$ cat src/rtl/zigzag_pkg.sv
// Shared types and defaults for the generalised rail-fence decryptor.
// Latency: n/a (declarations only).
// Backpressure: n/a (declarations only).
package zigzag_pkg;

  localparam int DEF_D_WIDTH   = 8;
  localparam int DEF_KEY_WIDTH = 16;
  localparam int MIN_KEY       = 2;

  // Controller states; explicit encodings keep the register image stable
  typedef enum logic [1:0] {
    ST_IDLE   = 2'd0,
    ST_COUNT  = 2'd1,
    ST_PREFIX = 2'd2,
    ST_EMIT   = 2'd3
  } state_t;

endpackage

$ cat src/rtl/zigzag_rail_gen.sv
// Up/down rail index generator walking 0,1..K-1,K-2..1,0,... one step per advance.
// Latency: rail_o is registered; it reflects clear/advance one cycle later.
// Backpressure: none; steps only when advance_i is high, clear_i has priority.
module zigzag_rail_gen
  import zigzag_pkg::*;
#(
  parameter int W = DEF_KEY_WIDTH
) (
  input  logic         clk,
  input  logic         rst_n,
  input  logic         clear_i,
  input  logic         advance_i,
  input  logic [W-1:0] key_i,
  output logic [W-1:0] rail_o
);

  localparam logic [W-1:0] MIN_KEY_W = W'(MIN_KEY);

  logic [W-1:0] rail_q, rail_d;
  logic         down_q, down_d;

  // Next rail: bounce at rail K-1 going down and at rail 0 going up
  always_comb begin
    rail_d = rail_q;
    down_d = down_q;
    if (clear_i) begin
      rail_d = '0;
      down_d = 1'b1;
    end else if (advance_i) begin
      if (key_i < MIN_KEY_W) begin
        rail_d = '0;
        down_d = 1'b1;
      end else if (down_q) begin
        if (rail_q == key_i - 1'b1) begin
          rail_d = rail_q - 1'b1;
          down_d = 1'b0;
        end else begin
          rail_d = rail_q + 1'b1;
        end
      end else begin
        if (rail_q == '0) begin
          rail_d = rail_q + 1'b1;
          down_d = 1'b1;
        end else begin
          rail_d = rail_q - 1'b1;
        end
      end
    end
  end

  // Rail position register
  always_ff @(posedge clk or negedge rst_n) begin
    if (!rst_n) begin
      rail_q <= '0;
      down_q <= 1'b1;
    end else begin
      rail_q <= rail_d;
      down_q <= down_d;
    end
  end

  assign rail_o = rail_q;

endmodule

$ cat src/rtl/zigzag_decryption_n.sv
// Rail-fence decryptor for 2..MAX_KEY rails: buffer message, on token count rows, prefix-sum starts, stream plaintext.
// Latency: first valid_o n+K+1 cycles after the token edge (1 cycle in identity mode), then n back-to-back characters.
// Backpressure: none on output; input is ignored while busy, characters beyond the buffer are dropped and flagged.
module zigzag_decryption_n
  import zigzag_pkg::*;
#(
  parameter int                 D_WIDTH                = DEF_D_WIDTH,
  parameter int                 KEY_WIDTH              = DEF_KEY_WIDTH,
  parameter int                 MAX_NOF_CHARS          = 50,
  parameter int                 MAX_KEY                = 8,
  parameter logic [D_WIDTH-1:0] START_DECRYPTION_TOKEN = 8'hFA
) (
  input  logic                 clk,
  input  logic                 rst_n,
  input  logic [D_WIDTH-1:0]   data_i,
  input  logic                 valid_i,
  input  logic [KEY_WIDTH-1:0] key,
  output logic                 busy,
  output logic [D_WIDTH-1:0]   data_o,
  output logic                 valid_o,
  output logic                 overflow
);

  localparam int AW = $clog2(MAX_NOF_CHARS);
  localparam int RW = $clog2(MAX_KEY);
  localparam logic [KEY_WIDTH-1:0] MIN_KEY_W   = KEY_WIDTH'(MIN_KEY);
  localparam logic [KEY_WIDTH-1:0] MAX_KEY_W   = KEY_WIDTH'(MAX_KEY);
  localparam logic [KEY_WIDTH-1:0] MAX_CHARS_W = KEY_WIDTH'(MAX_NOF_CHARS);

  state_t               state_q;
  logic [KEY_WIDTH-1:0] n_q;      // characters buffered
  logic [KEY_WIDTH-1:0] p_q;      // position in COUNT/EMIT, row index in PREFIX
  logic [KEY_WIDTH-1:0] key_q;
  logic                 ident_q;  // key out of range: emit buffer in order
  logic                 busy_q;
  logic                 valid_q;
  logic [D_WIDTH-1:0]   data_q;
  logic                 ovf_q;

  logic [D_WIDTH-1:0]   buf_q   [MAX_NOF_CHARS];
  logic [KEY_WIDTH-1:0] len_q   [MAX_KEY];
  logic [KEY_WIDTH-1:0] start_q [MAX_KEY];
  logic [KEY_WIDTH-1:0] cnt_q   [MAX_KEY];

  logic [KEY_WIDTH-1:0] rail;
  logic [RW-1:0]        rail_idx;
  logic [RW-1:0]        pre_idx;
  logic [RW-1:0]        pre_prev;
  logic [KEY_WIDTH-1:0] rd_addr;
  logic [AW-1:0]        rd_idx;
  logic [AW-1:0]        wr_idx;
  logic                 tok;
  logic                 key_ok;
  logic                 rail_clear;
  logic                 rail_adv;

  // Index narrowing and control strobes; out-of-range indices fold to 0 and never occur by construction
  always_comb begin
    rail_idx = '0;
    if (rail < MAX_KEY_W) rail_idx = rail[RW-1:0];
    pre_idx = '0;
    if (p_q < MAX_KEY_W) pre_idx = p_q[RW-1:0];
    pre_prev = pre_idx - 1'b1;
    rd_addr  = ident_q ? p_q : (start_q[rail_idx] + cnt_q[rail_idx]);
    rd_idx   = '0;
    if (rd_addr < MAX_CHARS_W) rd_idx = rd_addr[AW-1:0];
    wr_idx = '0;
    if (n_q < MAX_CHARS_W) wr_idx = n_q[AW-1:0];
    tok        = valid_i && (data_i == START_DECRYPTION_TOKEN);
    key_ok     = (key >= MIN_KEY_W) && (key <= MAX_KEY_W);
    rail_clear = ((state_q == ST_IDLE) && tok) || (state_q == ST_PREFIX);
    rail_adv   = (state_q == ST_COUNT) ||
                 ((state_q == ST_EMIT) && !ident_q && (p_q < n_q));
  end

  zigzag_rail_gen #(
    .W (KEY_WIDTH)
  ) u_rail (
    .clk       (clk),
    .rst_n     (rst_n),
    .clear_i   (rail_clear),
    .advance_i (rail_adv),
    .key_i     (key_q),
    .rail_o    (rail)
  );

  // Controller: buffer, count row lengths, prefix-sum row starts, emit plaintext
  always_ff @(posedge clk or negedge rst_n) begin
    if (!rst_n) begin
      state_q <= ST_IDLE;
      n_q     <= '0;
      p_q     <= '0;
      key_q   <= '0;
      ident_q <= 1'b0;
      busy_q  <= 1'b0;
      valid_q <= 1'b0;
      data_q  <= '0;
      ovf_q   <= 1'b0;
      for (int i = 0; i < MAX_NOF_CHARS; i++) buf_q[i] <= '0;
      for (int r = 0; r < MAX_KEY; r++) begin
        len_q[r]   <= '0;
        start_q[r] <= '0;
        cnt_q[r]   <= '0;
      end
    end else begin
      case (state_q)
        ST_IDLE: begin
          valid_q <= 1'b0;
          data_q  <= '0;
          if (tok) begin
            key_q  <= key;
            busy_q <= 1'b1;
            p_q    <= '0;
            for (int r = 0; r < MAX_KEY; r++) len_q[r] <= '0;
            if (key_ok) begin
              ident_q <= 1'b0;
              state_q <= (n_q == '0) ? ST_PREFIX : ST_COUNT;
            end else begin
              ident_q <= 1'b1;
              state_q <= ST_EMIT;
            end
          end else if (valid_i) begin
            if (n_q < MAX_CHARS_W) begin
              buf_q[wr_idx] <= data_i;
              n_q           <= n_q + 1'b1;
            end else begin
              ovf_q <= 1'b1;
            end
          end
        end

        ST_COUNT: begin
          len_q[rail_idx] <= len_q[rail_idx] + 1'b1;
          if (p_q == n_q - 1'b1) begin
            p_q     <= '0;
            state_q <= ST_PREFIX;
          end else begin
            p_q <= p_q + 1'b1;
          end
        end

        ST_PREFIX: begin
          start_q[pre_idx] <= (p_q == '0) ? '0 : (start_q[pre_prev] + len_q[pre_prev]);
          cnt_q[pre_idx]   <= '0;
          if (p_q == key_q - 1'b1) begin
            p_q <= '0;
            if (n_q == '0) begin
              busy_q  <= 1'b0;
              ovf_q   <= 1'b0;
              state_q <= ST_IDLE;
            end else begin
              state_q <= ST_EMIT;
            end
          end else begin
            p_q <= p_q + 1'b1;
          end
        end

        ST_EMIT: begin
          if (p_q < n_q) begin
            valid_q <= 1'b1;
            data_q  <= buf_q[rd_idx];
            if (!ident_q) cnt_q[rail_idx] <= cnt_q[rail_idx] + 1'b1;
            p_q <= p_q + 1'b1;
          end else begin
            valid_q <= 1'b0;
            data_q  <= '0;
            busy_q  <= 1'b0;
            n_q     <= '0;
            p_q     <= '0;
            ovf_q   <= 1'b0;
            state_q <= ST_IDLE;
          end
        end

        default: state_q <= ST_IDLE;
      endcase
    end
  end

  assign busy     = busy_q;
  assign valid_o  = valid_q;
  assign data_o   = data_q;
  assign overflow = ovf_q;

endmodule
$ cat config.mk
export PLATFORM = sky130hd
export DESIGN_NAME = zigzag_decryption_n
export DESIGN_NICKNAME = d
export VERILOG_FILES = /design/src/rtl/zigzag_pkg.sv /design/src/rtl/zigzag_rail_gen.sv /design/src/rtl/zigzag_decryption_n.sv
export SDC_FILE = /design/constraint.sdc
export NUM_CORES = 2
export LEC_CHECK = 0
export CELL_PAD_IN_SITES_DETAIL_PLACEMENT = 2
export CELL_PAD_IN_SITES_GLOBAL_PLACEMENT = 2
export CORE_UTILIZATION = 33
export DETAILED_ROUTE_END_ITERATION = 12
export PLACE_DENSITY_LB_ADDON = 0.1
export SYNTH_ARGS = -nofsm -noshare
export SYNTH_HDL_FRONTEND = slang
export SYNTH_SLANG_ARGS = --single-unit
$ cat constraint.sdc
create_clock -name clk -period 5.99 [get_ports clk]
set_clock_uncertainty 0.1 [all_clocks]
set_input_delay 1.797 -clock clk [delete_from_list [all_inputs] [get_ports clk]]
set_output_delay 1.797 -clock clk [all_outputs]
set_load 0.05 [all_outputs]
# Yosys cells after proc, flatten, opt, wreduce, memory -nomap -nowiden
# Cells that the tools add are included.
[word_totals]
reg_bits = 863
input_bits = 27
output_inout_bits = 11
[op_classes]
n_addsub = 11
order_cmp = 16
n_eq_ne = 18
muxes = 83
bitwise_logic = 8
n_reduce_logical = 28
[op_table]
columns = ["operator", "count"]
rows = [
  ["128-bit case mux with 2 select lines", 2],
  ["16-bit two-way mux", 28],
  ["400-bit bitwise mux", 1],
  ["128-bit bitwise mux", 3],
  ["128-bit two-way mux", 3],
  ["16-bit binary-select mux with 3-bit select", 5],
  ["128-bit AND", 1],
  ["128-bit inverter", 1],
  ["16-bit demux with 3-bit select", 2],
  ["16-bit by 1-bit adder with 16-bit output (second input constant)", 5],
  ["16-bit case mux with 4 select lines", 1],
  ["8-bit binary-select mux with 6-bit select", 1],
  ["8-bit demux with 6-bit select", 1],
  ["16-bit == test", 3],
  ["16-bit zero test", 3],
  ["16-bit by 1-bit subtractor with 16-bit output (second input constant)", 3],
  ["16-bit adder", 2],
  ["16-bit by 4-bit less-than comparator with 1-bit output (second input constant)", 2],
  ["16-bit by 6-bit less-than comparator with 1-bit output (second input constant)", 2],
  ["8-bit two-way mux", 4],
  ["16-bit case mux with 2 select lines", 1],
  ["16-bit by 2-bit >= comparator with 1-bit output (second input constant)", 1],
  ["16-bit by 4-bit less-or-equal comparator with 1-bit output (second input constant)", 1],
  ["16-bit less-than comparator", 1],
  ["other kinds (33)", 87],
]

# Depth between registers and ports, before layout
[depth]
word_depth = 16
depth_mapped = 29
mapped_depth_nobuf = 23

# Modules after synthesis
# From an unflattened synthesis, not the netlist that was laid out.
[unflattened]
hier_cells = 4275
area_unflattened_um2 = 45681.3
[by_module_without_submodules]
columns = ["module", "n_inst", "cells_each", "area_per_inst_um2", "seq_area_each_um2"]
rows = [
  ["zigzag_decryption_n", 1, 4024, 43768.2, 21170.3],
  ["zigzag_rail_gen", 1, 251, 1913.1, 426.7],
]

# Worst setup path before layout
# OpenSTA, ideal clock, no wires.
[synth_path]
kind = "register to register"
start = "register u_rail.rail_q[0] (netlist: u_rail.rail_o[0])"
end = "register data_q[3] (netlist: data_o[3])"
arrival_time_ns = 6.331
required_time_ns = 5.758
setup_slack_ns = -0.574
path_stages_with_launch = 28
path_buffers = 9
period_less_slack_ns = 6.564
path_cell_list = "dfrtp_1 > buf_2 > buf_2 > buf_2 > buf_2 > buf_2 > buf_1 > buf_1 > mux2i_1 > a21oi_1 > o221ai_1 > nor3_1 > ha_1 > fa_1 > a211oi_1 > nor4b_1 > nor2_1 > a21o_1 > nor3_1 > a311oi_2 > nand3_1 > o21a_1 > buf_2 > clkbuf_1 > o21ai_0 > o2111ai_1 > nor3_1 > o31ai_1"
[synth_via]
elab_chain_cells = 16
elab_cells_between_ends = 19
classes_between = "add/sub (1); order compare (2); mux (14); bitwise (2)"
[synth_lines]
columns = ["item", "line_no", "source"]
rows = [
  ["from (decl)", "zigzag_rail_gen.sv:19", "logic [W-1:0] rail_q, rail_d;"],
  ["from (signal assigned)", "zigzag_rail_gen.sv:57", "rail_q <= rail_d;"],
  ["16-bit by 4-bit less-than comparator with 1-bit output", "zigzag_decryption_n.sv:60", "if (rail < MAX_KEY_W) rail_idx = rail[RW-1:0];"],
  ["3-bit two-way mux *", "zigzag_decryption_n.sv:60", ""],
  ["3-bit inverter with 4-bit output (not written as such) *", "zigzag_decryption_n.sv:64", "rd_addr = ident_q ? p_q : (start_q[rail_idx] + cnt_q[rail_idx]);"],
  ["16-bit binary-select mux with 3-bit select", "zigzag_decryption_n.sv:64", ""],
  ["16-bit two-way mux (not written as such) (2 in series)", "zigzag_decryption_n.sv:64", ""],
  ["16-bit adder *", "zigzag_decryption_n.sv:64", ""],
  ["16-bit two-way mux *", "zigzag_decryption_n.sv:64", ""],
  ["16-bit by 6-bit less-than comparator with 1-bit output", "zigzag_decryption_n.sv:66", "if (rd_addr < MAX_CHARS_W) rd_idx = rd_addr[AW-1:0];"],
  ["6-bit two-way mux *", "zigzag_decryption_n.sv:66", ""],
  ["6-bit inverter with 7-bit output (not written as such) *", "zigzag_decryption_n.sv:162", "data_q <= buf_q[rd_idx];"],
  ["8-bit binary-select mux with 6-bit select *", "zigzag_decryption_n.sv:162", ""],
  ["8-bit two-way mux (not written as such) * (2 in series)", "zigzag_decryption_n.sv:162", ""],
  ["8-bit two-way mux *", "zigzag_decryption_n.sv:160", "if (p_q < n_q) begin"],
  ["8-bit case mux with 2 select lines *", "zigzag_decryption_n.sv:106", "case (state_q)"],
  ["to (signal assigned)", "zigzag_decryption_n.sv:162", ""],
  ["to (decl)", "zigzag_decryption_n.sv:37", "logic [D_WIDTH-1:0] data_q;"],
]
# Every way passes the cells marked *; elsewhere a longest branch is shown, timed or not. The select of a mux whose other input is x is not followed.
# A chain may end at the register's enable or synchronous reset.

# Worst setup path in the final report
[layout_path]
start = "register u_rail.rail_q[6] (netlist: u_rail.rail_o[6])"
end = "register data_q[5] (netlist: data_o[5])"
[layout_via]
elab_chain_cells = 16
elab_cells_between_ends = 19
classes_between = "add/sub (1); order compare (2); mux (14); bitwise (2)"
[layout_lines]
columns = ["item", "line_no"]
rows = [
  ["16-bit by 4-bit less-than comparator with 1-bit output *", "zigzag_decryption_n.sv:60"],
  ["3-bit two-way mux *", "zigzag_decryption_n.sv:60"],
  ["3-bit inverter with 4-bit output (not written as such) *", "zigzag_decryption_n.sv:64"],
  ["16-bit binary-select mux with 3-bit select", "zigzag_decryption_n.sv:64"],
  ["16-bit two-way mux (not written as such) (2 in series)", "zigzag_decryption_n.sv:64"],
  ["16-bit adder *", "zigzag_decryption_n.sv:64"],
  ["16-bit two-way mux *", "zigzag_decryption_n.sv:64"],
  ["16-bit by 6-bit less-than comparator with 1-bit output", "zigzag_decryption_n.sv:66"],
  ["6-bit two-way mux *", "zigzag_decryption_n.sv:66"],
  ["6-bit inverter with 7-bit output (not written as such) *", "zigzag_decryption_n.sv:162"],
  ["8-bit binary-select mux with 6-bit select *", "zigzag_decryption_n.sv:162"],
  ["8-bit two-way mux (not written as such) * (2 in series)", "zigzag_decryption_n.sv:162"],
  ["8-bit two-way mux *", "zigzag_decryption_n.sv:160"],
  ["8-bit case mux with 2 select lines *", "zigzag_decryption_n.sv:106"],
]
# Marks and branches as above.

==> summary.md <==
| Metric | Value |
|---|---|
| Max-Cap Viols | `1` |
| Flip-flop and latch count after synthesis | `between 800 and 900` |
| Main combinational cell family by area after synthesis | `multiplexers` |
| Sequential share of the synthesized area | `0.472` |
| Power Density | `555 mW/mm²` |
| Status | `finished, violations left` |
| Crit path max fanout | `20` |
| CP delay by family, top | `simple AND/OR/NAND/NOR gates` |
| Avg Inst Size Synth | `~10 µm²` |
| Iter 0 DRT Violations | `2042` |
| Ys async rst share | `1.00` |
| Share of the synthesized area in the top cell type | `0.471` |
| Row cnt | `136` |
| Routability congestion estimate | `0.844` |
| Crit Path Category | `flop to flop` |
| Grt total ovfl | `0` |
| CP Launch Type | `flop` |
| Fmax | `approximately 170 MHz` |
| Total Routing Usage GR | `0.267` |
| DIE AREA | `0.140 mm²` |
| Syn Std Cell Area | `0.0458 mm²` |
| Clock buffer depth | `3` |
| Die X | `374 µm` |
| Power, Total | `a little over 30000 µW` |
| Pre-CTS setup slack | `-0.337 ns` |
| Num ports | `38` |
| Leading area contributor after synthesis | `dfrtp_1` |
| WP buf/inv | `8` |
| Cell variety after synth | `87` |
| CP Data Arrival Time | `6.43 ns` |
| DR WL/cell | `28.9 µm` |
| Mux contribution to synthesized area | `0.164` |
| Initial Util | `0.333` |
| WL final | `~190000 µm` |
| Slowest cell on the critical path | `nor3_1` |
| Setup WS post-layout | `0.0571 ns` |
| Failing checks | `capacitance limit` |
| Layout Nets | `4729` |
| Layout area overhead | `21.0%` |
| Least-Margin Pin Slew | `approximately 1.5 ns` |
| Hold Fails Final Rpt | `0` |
| Top_reg_cell synth | `dfrtp_1` |
| Post-synth EDFFs | `0` |
| Placed cell area | `0.0507 mm²` |
| Overall die height | `374 µm` |
| Via/cell ratio | `5.78` |
| Final HPWL DP | `127000 µm` |
| Fillers | `14375` |
| Syn. warnings | `0` |
| CTS tree | `built` |
| Max VDD drop | `406 µV` |
| Initial antenna violation count | `1` |
| CTS Buf Count | `105` |
| DR pass1 iterations | `5` |
| Xor and xnor area share after synthesis | `0.0274` |
| RSZ-0062 raised after global routing | `yes` |
| Syn Nets | `around 4500` |
| HP Class | `flop to flop` |
| Port bufs | `37` |
| Final setup fails | `0` |
| Synth Area in Simple Gates | `0.128` |
| Clk slew on worst S/H paths | `0.06 ns` |
| Largest net degree at the start of global routing | `roughly 100` |
| Leak Pwr | `0.0247 µW` |
| Finished Cell Area | `0.0554 mm²` |
| DRC violations left | `0` |
| Max transition margin | `0.0141` |
| Final Cycle Share | `0.990` |
| Core Box Area | `0.137 mm²` |
| CTS H-tree depth | `3` |
| Final antenna-violating net count | `0` |
| Worst endpoint required time | `6.49 ns` |
| Share of cells above drive strength 1 | `0.272` |
| Vias in the first global route | `41535` |
| WHS | `0.386 ns` |
| Area contributors post-synth | `dfrtp_1 (47%), mux2_2 (11%), nand2_1 (4.8%)` |
| Vias | `37731` |
| Global-route wire length before repair | `roughly 280000 µm` |
| CTS root buffer | `clkbuf_16` |
| Synth Area in Adders | `0.0175` |
| Crit-path most repeated cell | `buf_4` |
| Compound-Gate Fraction of Synth Area | `0.158` |
| Mapped Cells | `between 4000 and 5000` |
| Crit end category | `flop` |
| CTS Sinks | `about 860` |
| Final Slew Violations | `0` |
| Min Tclk post-route | `5.93 ns` |
| Later-pin clock latency in the skew report | `~0.75 ns` |
| Slowest stage delay, CP | `approximately 0.45 ns` |
[area by class of cell]
cell class                 count  area, µm²  share of cell area
clock buffer                 157       3170              0.0573
antenna                        1       2.50           0.0000452
sequential                   863      21600               0.390
inverter                      76        289             0.00522
timing repair buffer         450       4030              0.0727
clock inverter                40        639              0.0115
tap                         1794       2240              0.0405
multi-input combinational   3143      23400               0.423
[metrics by stage]
step / utilization / TNS (ns) / std cells
CTS: 0.398 / -0.0637 / 6504
finish: 0.403 / 0 / 6524
global route: 0.403 / -1.14 / 6523
global placement: 0.368 / -0.591 / 6299
floorplan: - / 0 / 4391
detailed placement: 0.368 / -2.02 / 6299
[tightest hold or removal path, stage by stage (launching register included)]
cell,delay [ns]
dfrtp_1,0.35
nand2_1,0.05
o21ai_0,0.06
[layer usage]
layer	vias up	track usage	share of wire
met5	-	0	0
met4	0	0.0837	0.034
met3	270	0.0294	0.028
met2	609	0.449	0.48
met1	20214	0.358	0.45
li1	16638	-	-
[state kept, by name, summed over array words and instances (netlist names), 8 cells and up]
name,count
buf_q,400
cnt_q,128
len_q,128
start_q,128
key_q,16
n_q,16
p_q,16
u_rail.rail_o,16
data_o,8
[report_power, final]
| part | internal, µW | total, µW | switching [µW] |
|---|---|---|---|
| combinational | 6370 | 17000 | 10700 |
| sequential | 6250 | 6730 | 475 |
| clock | 4200 | 7020 | 2830 |
| total | 16800 | 30800 | 14000 |
[logic make-up (layout without fill, tap and decap cells)]
kind of cell	count (synthesis)	in the layout
fa+ha+maj	63	63
buf+inv	385	723
mux	591	591
other cells	0	1
simple gates	1285	1285
flops	863	863
xor+xnor	132	132
compound gates	1072	1072
[worst paths after layout]
check / from / to / slack (ns) / cells after the start
min in group asynchronous: rst_n / u_rail.rail_o[6] / 1.03 / 1
worst max register to register: u_rail.rail_o[6] / data_o[5] / 0.06 / 27
worst max-delay path: u_rail.rail_o[6] / data_o[5] / 0.06 / 27
max in group asynchronous: rst_n / buf_q[24] / 3.60 / 2
worst min-delay path: cnt_q[17] / cnt_q[17] / 0.39 / 2
worst min register to register: cnt_q[17] / cnt_q[17] / 0.39 / 2
[Yosys cell counts, types with 9 or more instances]
master	count
dfrtp_1	862
nand2_1	590
mux2_2	455
o21ai_0	312
clkbuf_1	241
nor2_1	235
a22o_1	199
nand3_1	134
a21oi_1	133
nor3_1	92
xnor2_1	90
mux4_2	81
inv_1	75
o22ai_1	66
ha_1	61
mux2i_1	55
a31oi_1	50
and3_1	36
o31ai_1	36
buf_2	34
nor4_1	34
xor2_1	34
buf_1	29
or3_1	29
a211oi_1	26
o221ai_1	24
a21o_1	22
a311oi_1	22
nand4_1	21
a22oi_1	20
and2_1	20
o311ai_0	19
nand2b_1	18
o21a_1	18
nor2b_1	16
o2111ai_1	16
o211ai_1	14
or4_1	13
a2111oi_0	12
o21bai_1	11
a311o_1	9
[what timing repair did]
action                     CTS  global route
gates cloned                 1             3
setup endpoints to repair    8            55
setup buffers                7            16
pin swaps                    7            45
resized for setup           27           138
hold buffers                 0             0
[placed cells by master (no fill, tap or decap), types with 80 or more instances in the layout]
cell and count:
a21oi_1 120, a22o_1 199, buf_4 360, clkbuf_16 108, dfrtp_1 861, mux2_2 454, mux4_2 81, nand2_1 585
nand3_1 130, nor2_1 226, nor3_1 80, o21ai_0 286, xnor2_1 88
(Power assumes the default switching activity.)
